==> src/rtl/ip_bus_initiator.sv <==
// Single-command bus master for the MSX-50BUS memory interface: turns valid/ready
// commands into level read/write strobes and returns one response per command.
module ip_bus_initiator #(
    parameter int unsigned TIMEOUT    = 16,
    parameter int unsigned WRITE_HOLD = 2
) (
    input  logic        clk,
    input  logic        n_reset,
    input  logic        cmd_valid,
    output logic        cmd_ready,
    input  logic        cmd_write,
    input  logic [15:0] cmd_address,
    input  logic [7:0]  cmd_wdata,
    output logic        rsp_valid,
    output logic [7:0]  rsp_rdata,
    output logic        rsp_timeout,
    output logic [15:0] bus_address,
    output logic [7:0]  bus_write_data,
    output logic        bus_memory_read,
    output logic        bus_memory_write,
    input  logic        bus_read_ready,
    input  logic [7:0]  bus_read_data
);

    localparam int unsigned CNT_W = 8;
    localparam logic [CNT_W-1:0] TIMEOUT_LAST = CNT_W'(TIMEOUT - 1);
    localparam logic [CNT_W-1:0] HOLD_LAST    = CNT_W'(WRITE_HOLD - 1);

    localparam logic [1:0] ST_IDLE       = 2'd0;
    localparam logic [1:0] ST_READ_WAIT  = 2'd1;
    localparam logic [1:0] ST_WRITE_HOLD = 2'd2;
    localparam logic [1:0] ST_RECOVER    = 2'd3;

    logic [1:0]       state, state_nx;
    logic [CNT_W-1:0] counter, counter_nx;
    logic [15:0]      address_nx;
    logic [7:0]       write_data_nx;
    logic             memory_read_nx, memory_write_nx;
    logic             rsp_valid_nx, rsp_timeout_nx;
    logic [7:0]       rsp_rdata_nx;

    // Accepting commands depends on state alone so the source sees a stable ready.
    assign cmd_ready = (state == ST_IDLE);

    // State and registered outputs
    always_ff @(posedge clk) begin
        if (!n_reset) begin
            state            <= ST_IDLE;
            counter          <= '0;
            bus_address      <= 16'h0000;
            bus_write_data   <= 8'h00;
            bus_memory_read  <= 1'b0;
            bus_memory_write <= 1'b0;
            rsp_valid        <= 1'b0;
            rsp_rdata        <= 8'h00;
            rsp_timeout      <= 1'b0;
        end else begin
            state            <= state_nx;
            counter          <= counter_nx;
            bus_address      <= address_nx;
            bus_write_data   <= write_data_nx;
            bus_memory_read  <= memory_read_nx;
            bus_memory_write <= memory_write_nx;
            rsp_valid        <= rsp_valid_nx;
            rsp_rdata        <= rsp_rdata_nx;
            rsp_timeout      <= rsp_timeout_nx;
        end
    end

    // Next-state and next-output logic
    always_comb begin
        state_nx        = state;
        counter_nx      = counter;
        address_nx      = bus_address;
        write_data_nx   = bus_write_data;
        memory_read_nx  = bus_memory_read;
        memory_write_nx = bus_memory_write;
        rsp_valid_nx    = 1'b0;
        rsp_rdata_nx    = rsp_rdata;
        rsp_timeout_nx  = rsp_timeout;

        case (state)
            ST_IDLE: begin
                if (cmd_valid) begin
                    address_nx = cmd_address;
                    counter_nx = '0;
                    if (cmd_write) begin
                        write_data_nx   = cmd_wdata;
                        memory_write_nx = 1'b1;
                        state_nx        = ST_WRITE_HOLD;
                    end else begin
                        memory_read_nx = 1'b1;
                        state_nx       = ST_READ_WAIT;
                    end
                end
            end
            ST_READ_WAIT: begin
                // A ready on the final sampling edge still beats the timeout.
                if (bus_read_ready) begin
                    rsp_valid_nx   = 1'b1;
                    rsp_rdata_nx   = bus_read_data;
                    rsp_timeout_nx = 1'b0;
                    memory_read_nx = 1'b0;
                    state_nx       = ST_RECOVER;
                end else if (counter == TIMEOUT_LAST) begin
                    rsp_valid_nx   = 1'b1;
                    rsp_rdata_nx   = 8'hFF;
                    rsp_timeout_nx = 1'b1;
                    memory_read_nx = 1'b0;
                    state_nx       = ST_RECOVER;
                end else begin
                    counter_nx = counter + CNT_W'(1);
                end
            end
            ST_WRITE_HOLD: begin
                if (counter == HOLD_LAST) begin
                    memory_write_nx = 1'b0;
                    rsp_valid_nx    = 1'b1;
                    rsp_rdata_nx    = 8'h00;
                    rsp_timeout_nx  = 1'b0;
                    state_nx        = ST_RECOVER;
                end else begin
                    counter_nx = counter + CNT_W'(1);
                end
            end
            ST_RECOVER: begin
                state_nx = ST_IDLE;
            end
            default: begin
                state_nx = ST_IDLE;
            end
        endcase
    end

endmodule

==> config.mk <==
export PLATFORM = sky130hd
export DESIGN_NAME = ip_bus_initiator
export DESIGN_NICKNAME = d
export VERILOG_FILES = /design/src/rtl/ip_bus_initiator.sv
export SDC_FILE = /design/constraint.sdc
export NUM_CORES = 1
export LEC_CHECK = 0
export ABC_AREA = 0
export CAP_MARGIN = 25
export CELL_PAD_IN_SITES_DETAIL_PLACEMENT = 2
export CELL_PAD_IN_SITES_GLOBAL_PLACEMENT = 2
export CORE_MARGIN = 8
export CORE_UTILIZATION = 26
export CTS_BUF_LIST = sky130_fd_sc_hd__clkbuf_8
export CTS_CLUSTER_DIAMETER = 40
export DETAILED_ROUTE_END_ITERATION = 10
export MAX_ROUTING_LAYER = met4
export PLACE_DENSITY_LB_ADDON = 0.1
export SETUP_SLACK_MARGIN = 0.1
export SLEW_MARGIN = 20
export SYNTH_ARGS = -nofsm -noshare
export SYNTH_HDL_FRONTEND = slang
export SYNTH_SLANG_ARGS = --single-unit
==> constraint.sdc <==
create_clock -name clk -period 2.09 [get_ports clk]
set_input_delay 0.418 -clock clk [delete_from_list [all_inputs] [get_ports clk]]
set_output_delay 0.418 -clock clk [all_outputs]
set_load 0.01 [all_outputs]
# Word level (Yosys, flattened, before mapping)
# Cells that the tools add are included.
# Widths: inputs -> output; s select.
[word_totals] in_bits=37 register_bits=46 elab_cells=66
[classes] reduce_logical=12 n_addsub=1 mux=31 eq_ne=13
[ops] operator="$mux 8" n=7
[ops] operator="$pmux 8 s3" n=1
[ops] operator="$pmux 8 s2" n=1
[ops] operator="$mux 1" n=12
[ops] operator="$ne 2x2->1 const B" n=6
[ops] operator="$mux 2" n=5
[ops] operator="$reduce_and 3->1" n=3
[ops] operator="$add 8x1->8 const B" n=1
[ops] operator="$eq 8x1->1 const B" n=1
[ops] operator="$eq 8x4->1 const B" n=1
[ops] operator="$pmux 1 s2" n=4
[ops] operator="$pmux 2 s4" n=1
[ops] operator="$reduce_and 4->1" n=2
[ops] operator="$reduce_bool 2->1" n=3
[ops] operator="$reduce_and 5->1" n=1
[ops] operator="$eq 2x2->1 const B" n=2
[ops] operator="$ne 3x3->1 const B" n=1
[ops] operator="$reduce_bool 3->1" n=1
[ops] operator="$eq 2x1->1 const B" n=1
[ops] operator="$logic_not 2->1" n=1
[ops] operator="$ne 2x1->1 const B" n=1
[ops] operator="$reduce_and 2->1" n=1

# Logic depth before layout (Yosys ltp)
# Gate-level depths: netlist of the first run.
[logic_depth] word_depth=4 depth_mapped=8 ltp_nobuf=6

# Least setup slack after synthesis of the first run
# OpenSTA, ideal clock, no wires.
[synth_timing] kind="reg-to-reg" from="register state[0]" to="register counter[3]" arrival_ns=1.662 setup_ns=0.080 stages_incl_launch_ff=7 required_time_ns=2.010 setup_slack_ns=0.348 synth_period_minus_slack_ns=1.742 cell_sequence="dfxtp_1 inv_1 ha_1 clkbuf_1 o31ai_1 a2111oi_0 o22ai_1"
[synth_via] elab_chain_len=3
[synth_rtl] element="from (decl)" line="34" source="logic [1:0] state, state_nx;"
[synth_rtl] element="from (signal assigned)" line="58" source="state <= state_nx;"
[synth_rtl] element="$logic_not 2->1 (*)"
[synth_rtl] element="named net cmd_ready" line="10" source="output logic cmd_ready,"
[synth_rtl] element="$ne 2x2->1 (no line) / $reduce_bool 3->1 (equally long branches)"
[synth_rtl] element="$reduce_and 5->1 (no line)"
[synth_rtl] element="to (signal assigned)" line="59" source="counter <= counter_nx;"
[synth_rtl] element="to (decl)" line="35" source="logic [CNT_W-1:0] counter, counter_nx;"
# Mark *: on every way through the listed nets, which the timed path passes. The rest lies on a longest branch.
# A chain may end at the register's enable or synchronous reset.

# Worst setup path after layout of the first run
[layout_timing] from="register state[1]" to="register counter[4]"
[layout_via] elab_chain_len=3
[layout_rtl] element="$eq 2x2->1, or another cell as far along" line="82" source="case (state)"
[layout_rtl] element="$ne 2x2->1 (no line) / $reduce_bool 3->1 (equally long branches)"
[layout_rtl] element="$reduce_and 5->1 (no line)"
# Parallel ways exist; a longest one is shown, timed or not.

==> results of run 1 <==
path summary, 6_finish.rpt:
path / endpoint / cells past startpoint / startpoint / slack [ns]
worst max-delay path: counter[4] / 6 / state[1] / 0.20
worst min-delay path: bus_address[6] / 2 / bus_address[6] / 0.46
worst max register to register: counter[4] / 6 / state[1] / 0.20
worst min register to register: bus_address[6] / 2 / bus_address[6] / 0.46
area by class of cell:
cell class	instances	area (um^2)
clock inverters	3	17.5
inverters	9	33.8
multi-input cells	171	1060
well taps	102	128
flip-flops and latches	46	921
repair buffers	85	820
clock buffers	5	68.8
fillers	890	4630
cells by family after synthesis:
| logic type | share of synthesized area |
|---|---|
| AND/OR/NAND/NOR | 0.254 |
| AO/OA/AOI/OAI | 0.217 |
| adder cells (fa/ha/maj) | 0.0304 |
| buffers and inverters | 0.0419 |
| multiplexers | 0.00973 |
| flip-flops | 0.447 |
state kept, by name, summed over array words and instances, names as in the netlist:
name              cells
bus_address          16
bus_memory_read       1
bus_memory_write      1
bus_write_data        8
counter               8
rsp_rdata             8
rsp_timeout           1
rsp_valid             1
state                 2
worst min-delay path, delay by kind of cell (launching register included):
kind | cells | cell delay, ns
AO/OA/AOI/OAI | 1 | 0.05
flip-flops | 1 | 0.32
AND/OR/NAND/NOR | 1 | 0.05
layer usage:
layer	vias up	part of all wire	wire, um
met4	0	0.0074	51
li1	994	-	-
met2	45	0.49	3360
met5	-	0	0
met1	999	0.46	3200
met3	5	0.042	290
per-stage QoR:
step | TNS [ns] | setup slack [ns] | utilization
2_1_floorplan | 0 | 0.348 | -
3_3_place_gp | -0.00122 | -0.00122 | 0.384
3_5_place_dp | -0.0593 | -0.0360 | 0.384
4_1_cts | 0 | 0.110 | 0.396
5_1_grt | 0 | 0.124 | 0.397
6_report | 0 | 0.195 | 0.397
power groups by stage:
stage,logic (mW),registers (mW),clock network [mW]
6_report,1.51,1.14,0.547
5_1_grt,1.66,1.16,0.618
4_1_cts,1.51,1.14,0.577
3_5_place_dp,1.50,1.16,0
3_3_place_gp,1.48,1.15,0
2_1_floorplan,0.757,1.21,0
layout by cell type, fill, tap and decap left out, types with 5 or more instances in the layout:
cell type	instances
nand3_1	5
o22ai_1	5
a21oi_1	29
clkdlybuf4s50_1	72
dfxtp_1	46
clkbuf_8	5
a22o_1	9
nand2_1	61
or2b_2	6
inv_1	10
buf_4	12
==> qor.yml, run 1 <==
clock_tree:
  postCtsSetupRepairBufs: 0
  cts.sinks: 46
  htree_levels: 2
  holdBufCountCts: 0
  cts_buffer_depth: 2
  cts_buffers: 5
  root_buffer: "clkbuf_8"
  post_cts_resized: 2
  cts_tree: "yes"
  insertion_delay_ns: 0.30
  clk_pin_slew_worst_paths_ns: 0.09
timing:
  fin_crit_ns: 1.89
  tightestPinTransition_ns: 0.659
  rsz0062_at_grt: "false"
  slew_viol_final: 0
  fmax_mhz: 528
  holdWs_ns: 0.459
  final_hold_viol_count: 0
  fin_crit_sh: 0.907
  clock_skew_ns: 0.00663
  setup_violations: 0
  slew-limit-headroom: 0.558
worst_setup_path:
  arrival_ns: 2.07
  crit_family: "compound AO/OA/AOI/OAI gates"
  worstPathRequired_ns: 2.26
  start_kind: "flop"
  critical_path_class: "flop to flop"
  cp-end-kind: "flop"
  critPathSlowestCell: "a2111oi_0"
  cpPeakStageDelay_ns: 0.42
  critPathMaxFanout: 9
  path_cells: "inv_1, ha_2, and4_1, a21o_2, a2111oi_0, o22ai_1"
  cp_num_buf_inv: 1
detailed_routing:
  vias: 2043
  drt-initial-drc-count: 58
  wl_per_cell_um: 16.4
  drcViolationCount: 0
  wirelength_um: 6890
  vias_per_cell: 4.85
  ant_nets: 0
  drt-pass1-iter-count: 4
power_and_ir_drop:
  clockPowerShare: 0.171
  p_comb_frac: 0.473
  switchingPower_mw: 1.19
  switching_share: 0.373
  p_leak_nw: 1.11
  seq_power_share: 0.356
  power_density_nw_per_um2: 1050
  p_int_mw: 2.01
  peakVddDrop_mv: 0.340
  finalPower_mw: 3.20
floorplanning:
  die_h_um: 105
  dieArea_um2: 11000
  die_w_um: 105
  rows: 32
  start_util: 0.268
  coreArea_um2: 7690
  num_io_pins: 74
global_routing:
  grt_pass1_wl_um: 11600
  grt_pass1_vias: 2216
  use_met1: 0.153
  grt_max_degree: 18
  grt_use_met2: 0.219
  top_usage_layer: "met2"
  track_usage: 0.130
  antenna_found_initial: 0
  grt_overflow: 0
  met3_usage: 0.0326
placed_design:
  hpwl_um: 5170
  port_buffers: 73
  placed_cells: 413
  gp_congestion: 0.730
  placed_cell_area_um2: 2950
synthesis:
  synth_top_cells_by_count: "61 x nand2_1, 46 x dfxtp_1, 29 x a21oi_1, 9 x a22o_1, 9 x inv_1"
  synthArstFlopShare: 0
  syn-cell-area_um2: 2060
  synth-edff-count: 0
  synth_nets: 280
  yosysMostFrequentCell: "nand2_1"
  ys_ff_latch: 46
  syn_area_per_cell_um2: 8.65
  synthTopCellsByArea: "dfxtp_1 45%, nand2_1 11%, a21oi_1 7.1%, a22o_1 3.8%, ha_1 3.0%"
  ys_seq_area_frac: 0.447
  synth_top_cell_by_area: "dfxtp_1"
  synth_top_area_share: 0.447
  synth_cell_types: 45
  yosysWarnings: 0
  synth_cells: 238
  synth_flop_cell: "dfxtp_1"
outcome:
  outcome: "finished, final reports clean"
cells_and_area:
  nNetsFinal: 360
  drive_gt1_frac: 0.119
  design_area_um2: 3050
  insertedDiodeCount: 0
  syn2layout_area_growth_pct: 48.3
  final_cells: 421
run:
  cap_viol_max_count: 0
hold_path:
  worst_hold_path_type: "flop to flop"
Note: power is estimated with default switching activity, not from simulation.
==> inputs of run 2 (changes only) <==
--- a/config.mk
+++ b/config.mk
@@ -14,8 +14,9 @@
 export CTS_BUF_LIST = sky130_fd_sc_hd__clkbuf_8
 export CTS_CLUSTER_DIAMETER = 40
 export DETAILED_ROUTE_END_ITERATION = 10
+export GPL_TIMING_DRIVEN = 0
 export MAX_ROUTING_LAYER = met4
-export PLACE_DENSITY_LB_ADDON = 0.1
+export PLACE_DENSITY = 0.79
 export SETUP_SLACK_MARGIN = 0.1
 export SLEW_MARGIN = 20
 export SYNTH_ARGS = -nofsm -noshare
==> run 2 against run 1 <==
Effect of this change: clock power rose by 25%; combinational power up 5%; die area did not move; final cell count increased by 0.24%; critical path depth decreased by 3; first-iteration DRC count down 53%; clock-buffer cell count grew 1; critical path type is now flop to primary output; highest routed layer unchanged.
==> qor.yml, run 2 (synthesized netlist as in run 1, its figures left out) <==
timing:
  slew_viol_final: 0  # unchanged
  rsz0062_at_grt: "true"
  clock_skew_ns: 0.00307  # -0.00356 ns
  holdWs_ns: 0.462  # +0.00307 ns
  fmax_mhz: 518  # -1.8%
  fin_crit_ns: 1.93  # +0.0345 ns
  setup_violations: 0  # unchanged
  fin_crit_sh: 0.923  # +0.0165
  tightestPinTransition_ns: 0.554  # -0.105 ns
  final_hold_viol_count: 0  # unchanged
  slew-limit-headroom: 0.631  # +0.0730
placed_design:
  port_buffers: 73  # unchanged
  gp_congestion: 0.740  # +1.4%
  placed_cell_area_um2: 2920  # -1.3%
  hpwl_um: 5440  # +5.2%
cells_and_area:
  insertedDiodeCount: 0  # unchanged
  design_area_um2: 3100  # +1.6%
  fill_cells: 885  # -0.56%
  final_cell_mix: "73 x clkdlybuf4s50_1, 61 x nand2_1, 46 x dfxtp_1, 28 x a21oi_1"
  multi_input_area_um2: 1100  # +3.3%
  ff_latch_area_um2: 921  # unchanged
  largest_register_ffs: 16  # unchanged
  nNetsFinal: 362  # +0.56%
  regMostFlops: "bus_address"
  syn2layout_area_growth_pct: 50.6
  drive_gt1_frac: 0.131  # +0.0121
  layout_commonest_cell: "clkdlybuf4s50_1"
hold_path:
  min-delay-start: "bus_address[7]"
  worst_hold_path_type: "flop to flop"
worst_setup_path:
  start_kind: "flop"
  arrival_ns: 1.51  # -0.56 ns
  critPathMaxFanout: 3  # -6
  worstPathRequired_ns: 1.67  # -0.59 ns
  cp-end-kind: "primary output"
  path_cells: "inv_1, ha_1, clkdlybuf4s50_1"
  cp_num_buf_inv: 2  # +1
  critical_path_class: "flop to primary output"
  r2r-start: "state[1]"
  critPathSlowestCell: "clkdlybuf4s50_1"
  crit_family: "buffers and inverters"
  startpoint: "state[1]"
  cpPeakStageDelay_ns: 0.57  # +0.15 ns
detailed_routing:
  drcViolationCount: 0  # unchanged
  wirelength_um: 7150  # +3.6%
  drt-pass1-iter-count: 4  # unchanged
  vias_per_cell: 4.86  # +0.25%
  drt-initial-drc-count: 27  # -53%
  ant_nets: 0  # unchanged
  wl_per_cell_um: 16.9  # +3.4%
  vias: 2053  # +0.49%
power_and_ir_drop:
  p_leak_nw: 1.13  # +1.3%
  p_comb_frac: 0.465  # -0.008
  power_density_nw_per_um2: 1100  # +5.1%
  clockPowerShare: 0.200  # +0.029
  switching_share: 0.362  # -0.0108
  peakVddDrop_mv: 0.380  # +12%
  p_int_mw: 2.18  # +8.6%
  finalPower_mw: 3.41  # +6.8%
  switchingPower_mw: 1.24  # +3.7%
  seq_power_share: 0.335  # -0.021
clock_tree:
  root_buffer: "clkbuf_8"
  insertion_delay_ns: 0.29  # about the same
  cts_tree: "yes"
  cts.sinks: 46  # unchanged
  cts_buffer_depth: 2  # unchanged
  clk_pin_slew_worst_paths_ns: 0.08  # about the same
  cts_buffers: 5  # unchanged
  htree_levels: 2  # unchanged
  holdBufCountCts: 0  # unchanged
global_routing:
  grt_pass1_wl_um: 11700  # +0.66%
  track_usage: 0.131  # +0.000934
  grt_overflow: 0  # unchanged
  grt_max_degree: 14  # -4
  grt_pass1_vias: 2283  # +3.0%
  antenna_found_initial: 0  # unchanged
floorplanning:
  rows: 32  # unchanged
  die_h_um: 105  # unchanged
  start_util: 0.268  # unchanged
  dieArea_um2: 11000  # unchanged
  coreArea_um2: 7690  # unchanged
  num_io_pins: 74  # unchanged
  die_w_um: 105  # unchanged
run:
  cap_viol_max_count: 0  # unchanged
outcome:
  outcome: "finished, final reports clean"
## run 2: cell types whose count changed in the layout (fill, tap and decap cells not counted), sizes merged
cell,previous run,this run
inv,10,9
clkdlybuf4s50,72,73
clkbuf,5,14
dlygate4sd2,1,0
bufinv,0,1
buf,12,6
clkinv,2,0
## run 2: cell type report
type                       instances  area share
sequential                        46       0.297
tap                              102      0.0412
timing repair buffer              75       0.241
buffer                            12      0.0194
inverter                           9      0.0109
clock buffer                       6      0.0266
clock inverter                     1     0.00969
multi-input combinational        171       0.355
## run 2: what timing repair did
action                                  in CTS  in global routing
gates resized for setup                      4                 18
pin swaps                                    1                  1
hold endpoints to repair                     0                  0
buffers inserted                             2                  0
endpoints found under the setup margin      27                 33
## run 2: worst register-to-register path, delay by kind of cell, from the launching register on
kind	cells	cell delay (ns)
flip-flops	1	0.38
buffers and inverters	1	0.09
AO/OA/AOI/OAI	3	0.84
adder cells (fa/ha/maj)	1	0.24
AND/OR/NAND/NOR	1	0.25
## run 2: final timing paths
check,end,slack [ns],depth (start not counted)
worst max-delay path,cmd_ready,0.16,3
worst min-delay path,bus_address[7],0.46,2
worst max register to register,counter[0],0.17,6
worst min register to register,bus_address[7],0.46,2
## run 2: power by group through the flow
stage	combinational [mW]	sequential, mW	clock (mW)
final	1.59	1.14	0.683
after global routing	1.74	1.17	0.737
after CTS	1.50	1.15	0.706
after detailed placement	1.45	1.17	0
after global placement	1.41	1.15	0
after floorplan	0.757	1.21	0
## run 2: per-layer routing
| metal | part of all wire | wire length (um) | track usage | vias to the layer above |
|---|---|---|---|---|
| met4 | 0.011 | 80 | 0.0336 | 0 |
| met5 | 0 | 0 | - | - |
| li1 | - | - | - | 1000 |
| met2 | 0.51 | 3630 | 0.226 | 44 |
| met1 | 0.45 | 3190 | 0.150 | 1002 |
| met3 | 0.035 | 249 | 0.0276 | 7 |
## run 2: stage by stage
| stage | setup slack (ns) | utilization | cells | TNS (ns) |
|---|---|---|---|---|
| final | 0.161 | 0.403 | 422 | 0 |
| after floorplan | 0.348 | - | 238 | 0 |
| after global routing | 0.0781 | 0.403 | 422 | 0 |
| after global placement | -0.290 | 0.379 | 413 | -5.79 |
| after CTS | 0.0763 | 0.397 | 422 | 0 |
| after detailed placement | -0.343 | 0.379 | 413 | -7.56 |
==> inputs of run 3 (changes only) <==
==> constraint.sdc (replaced) <==
create_clock -name clk -period 1.99 [get_ports clk]
set_input_delay 0.398 -clock clk [delete_from_list [all_inputs] [get_ports clk]]
set_output_delay 0.398 -clock clk [all_outputs]
set_load 0.01 [all_outputs]
==> run 3 against run 2 <==
Effect of this change: via count up 0.58%; final cell count unchanged; total power up 6.2%; die area unchanged; critical path depth up 3; sequential share of layout area down 0.23 points; largest power group unchanged; global-route usage up 0.14 points; clock skew about the same.
==> qor.yml, run 3 (synthesized netlist as in run 1, its figures left out) <==
timing:
  clock_skew_ns: 0.00313  # +0.0000557 ns
  fin_crit_ns: 1.82
  tightestPinTransition_ns: 0.592  # +0.0380 ns
  fmax_mhz: 549
  slew_viol_final: 0  # unchanged
  holdWs_ns: 0.464  # +0.00135 ns
  slew-limit-headroom: 0.606  # -0.0253
  final_hold_viol_count: 0  # unchanged
  setup_violations: 0  # unchanged
  rsz0062_at_grt: "true"
  finalWorstSetupSlack_ns: 0.167  # +0.00666 ns
  fin_crit_sh: 0.916
global_routing:
  track_usage: 0.132  # +0.00145
  grt_pass1_wl_um: 11800  # +1.3%
  grt_pass1_vias: 2306  # +1.0%
  antenna_found_initial: 0  # unchanged
  grt_overflow: 0  # unchanged
  grt_max_degree: 14  # unchanged
floorplanning:
  dieArea_um2: 11000  # unchanged
  rows: 32  # unchanged
  coreArea_um2: 7690  # unchanged
  die_h_um: 105  # unchanged
  die_w_um: 105  # unchanged
  start_util: 0.268  # unchanged
  num_io_pins: 74  # unchanged
cells_and_area:
  design_area_um2: 3130  # +0.93%
  regMostFlops: "bus_address"
  nNetsFinal: 362  # unchanged
  ff_latch_area_um2: 922  # +0.14%
  multi_input_area_um2: 1120  # +2.2%
  largest_register_ffs: 16  # unchanged
  syn2layout_area_growth_pct: 52.0
  insertedDiodeCount: 0  # unchanged
  fill_cells: 885  # unchanged
  layout_commonest_cell: "clkdlybuf4s50_1"
  drive_gt1_frac: 0.153  # +0.0219
  final_cell_mix: "72 x clkdlybuf4s50_1, 59 x nand2_1, 45 x dfxtp_1, 28 x a21oi_1"
placed_design:
  post-place-ws_ns: -0.423  # -0.0800 ns
  port_buffers: 73  # unchanged
  gp_congestion: 0.740  # unchanged
  hpwl_um: 5440  # unchanged
  placed_cell_area_um2: 2920  # unchanged
run:
  cap_viol_max_count: 0  # unchanged
worst_setup_path:
  path_cells: "inv_1, ha_2, and4_1, a21o_2, a2111oi_2, o22ai_1"
  critical_path_class: "flop to flop"
  worstPathRequired_ns: 2.17  # +0.50 ns
  cp_num_buf_inv: 1  # -1
  crit_family: "compound AO/OA/AOI/OAI gates"
  cp-end-kind: "flop"
  critPathMaxFanout: 9  # +6
  critPathSlowestCell: "dfxtp_2"
  cpPeakStageDelay_ns: 0.36  # -0.21 ns
  start_kind: "flop"
  arrival_ns: 2.00  # +0.49 ns
power_and_ir_drop:
  p_leak_nw: 1.14  # +0.60%
  power_density_nw_per_um2: 1160  # +5.2%
  peakVddDrop_mv: 0.402  # +5.8%
  finalPower_mw: 3.62  # +6.2%
outcome:
  outcome: "finished, final reports clean"
detailed_routing:
  ant_nets: 0  # unchanged
  drt-pass1-iter-count: 4  # unchanged
  vias_per_cell: 4.89  # +0.58%
  drcViolationCount: 0  # unchanged
  drt-initial-drc-count: 37  # +37%
  vias: 2065  # +0.58%
  wirelength_um: 7080  # -0.95%
  wl_per_cell_um: 16.8  # -0.95%
hold_path:
  worst_hold_path_type: "flop to flop"
clock_tree:
  root_buffer: "clkbuf_8"
  insertion_delay_ns: 0.29  # about the same
  cts_buffer_depth: 2  # unchanged
  holdBufCountCts: 0  # unchanged
  cts_buffers: 5  # unchanged
  htree_levels: 2  # unchanged
  cts_tree: "yes"
  clk_pin_slew_worst_paths_ns: 0.08  # about the same
  cts.sinks: 46  # unchanged
run 3: layer usage:
| metal | vias to the layer above | GRT usage | part of all wire |
|---|---|---|---|
| met5 | - | - | 0 |
| met4 | 0 | 0.0316 | 0.0083 |
| met3 | 5 | 0.0295 | 0.032 |
| met2 | 40 | 0.230 | 0.51 |
| met1 | 1018 | 0.150 | 0.45 |
| li1 | 1002 | - | - |
run 3: final timing paths:
kind                     end  depth (start not counted)  slack (ns)       startpoint
max               counter[4]                          6        0.17         state[1]
min          bus_address[11]                          2        0.46  bus_address[11]
max reg2reg       counter[4]                          6        0.17         state[1]
min reg2reg  bus_address[11]                          2        0.46  bus_address[11]
run 3: worst register-to-register path, stage by stage, from the launching register on:
cell and delay [ns]:
dfxtp_2 0.36, inv_1 0.07, ha_2 0.23, and4_1 0.25, a21o_2 0.31, a2111oi_2 0.36
o22ai_1 0.13
run 3: cell type report:
class	instances	area share
Tap cell	102	0.0408
Clock buffer	6	0.0264
Multi-Input combinational cell	171	0.359
Inverter	9	0.0108
Clock inverter	1	0.00960
Timing Repair Buffer	75	0.238
Sequential cell	46	0.295
Buffer	12	0.0208
run 3: per-stage QoR:
| stage | utilization | cells | TNS, ns |
|---|---|---|---|
| after floorplan | - | 238 | 0 |
| after detailed placement | 0.379 | 413 | -10.60 |
| after global routing | 0.407 | 422 | 0 |
| after global placement | 0.379 | 413 | -8.78 |
| final | 0.407 | 422 | 0 |
| after CTS | 0.401 | 422 | 0 |
run 3: timing repair:
action                     CTS  global route
setup endpoints to repair   34            26
setup buffers                2             0
pin swaps                    1             4
hold endpoints to repair     0             0
gates resized for setup     16            16
cloned                       0             0
run 3: where the power goes:
part,switching [mW],internal [mW]
registers,0.108,1.10
clock network,0.315,0.402
logic,0.884,0.819
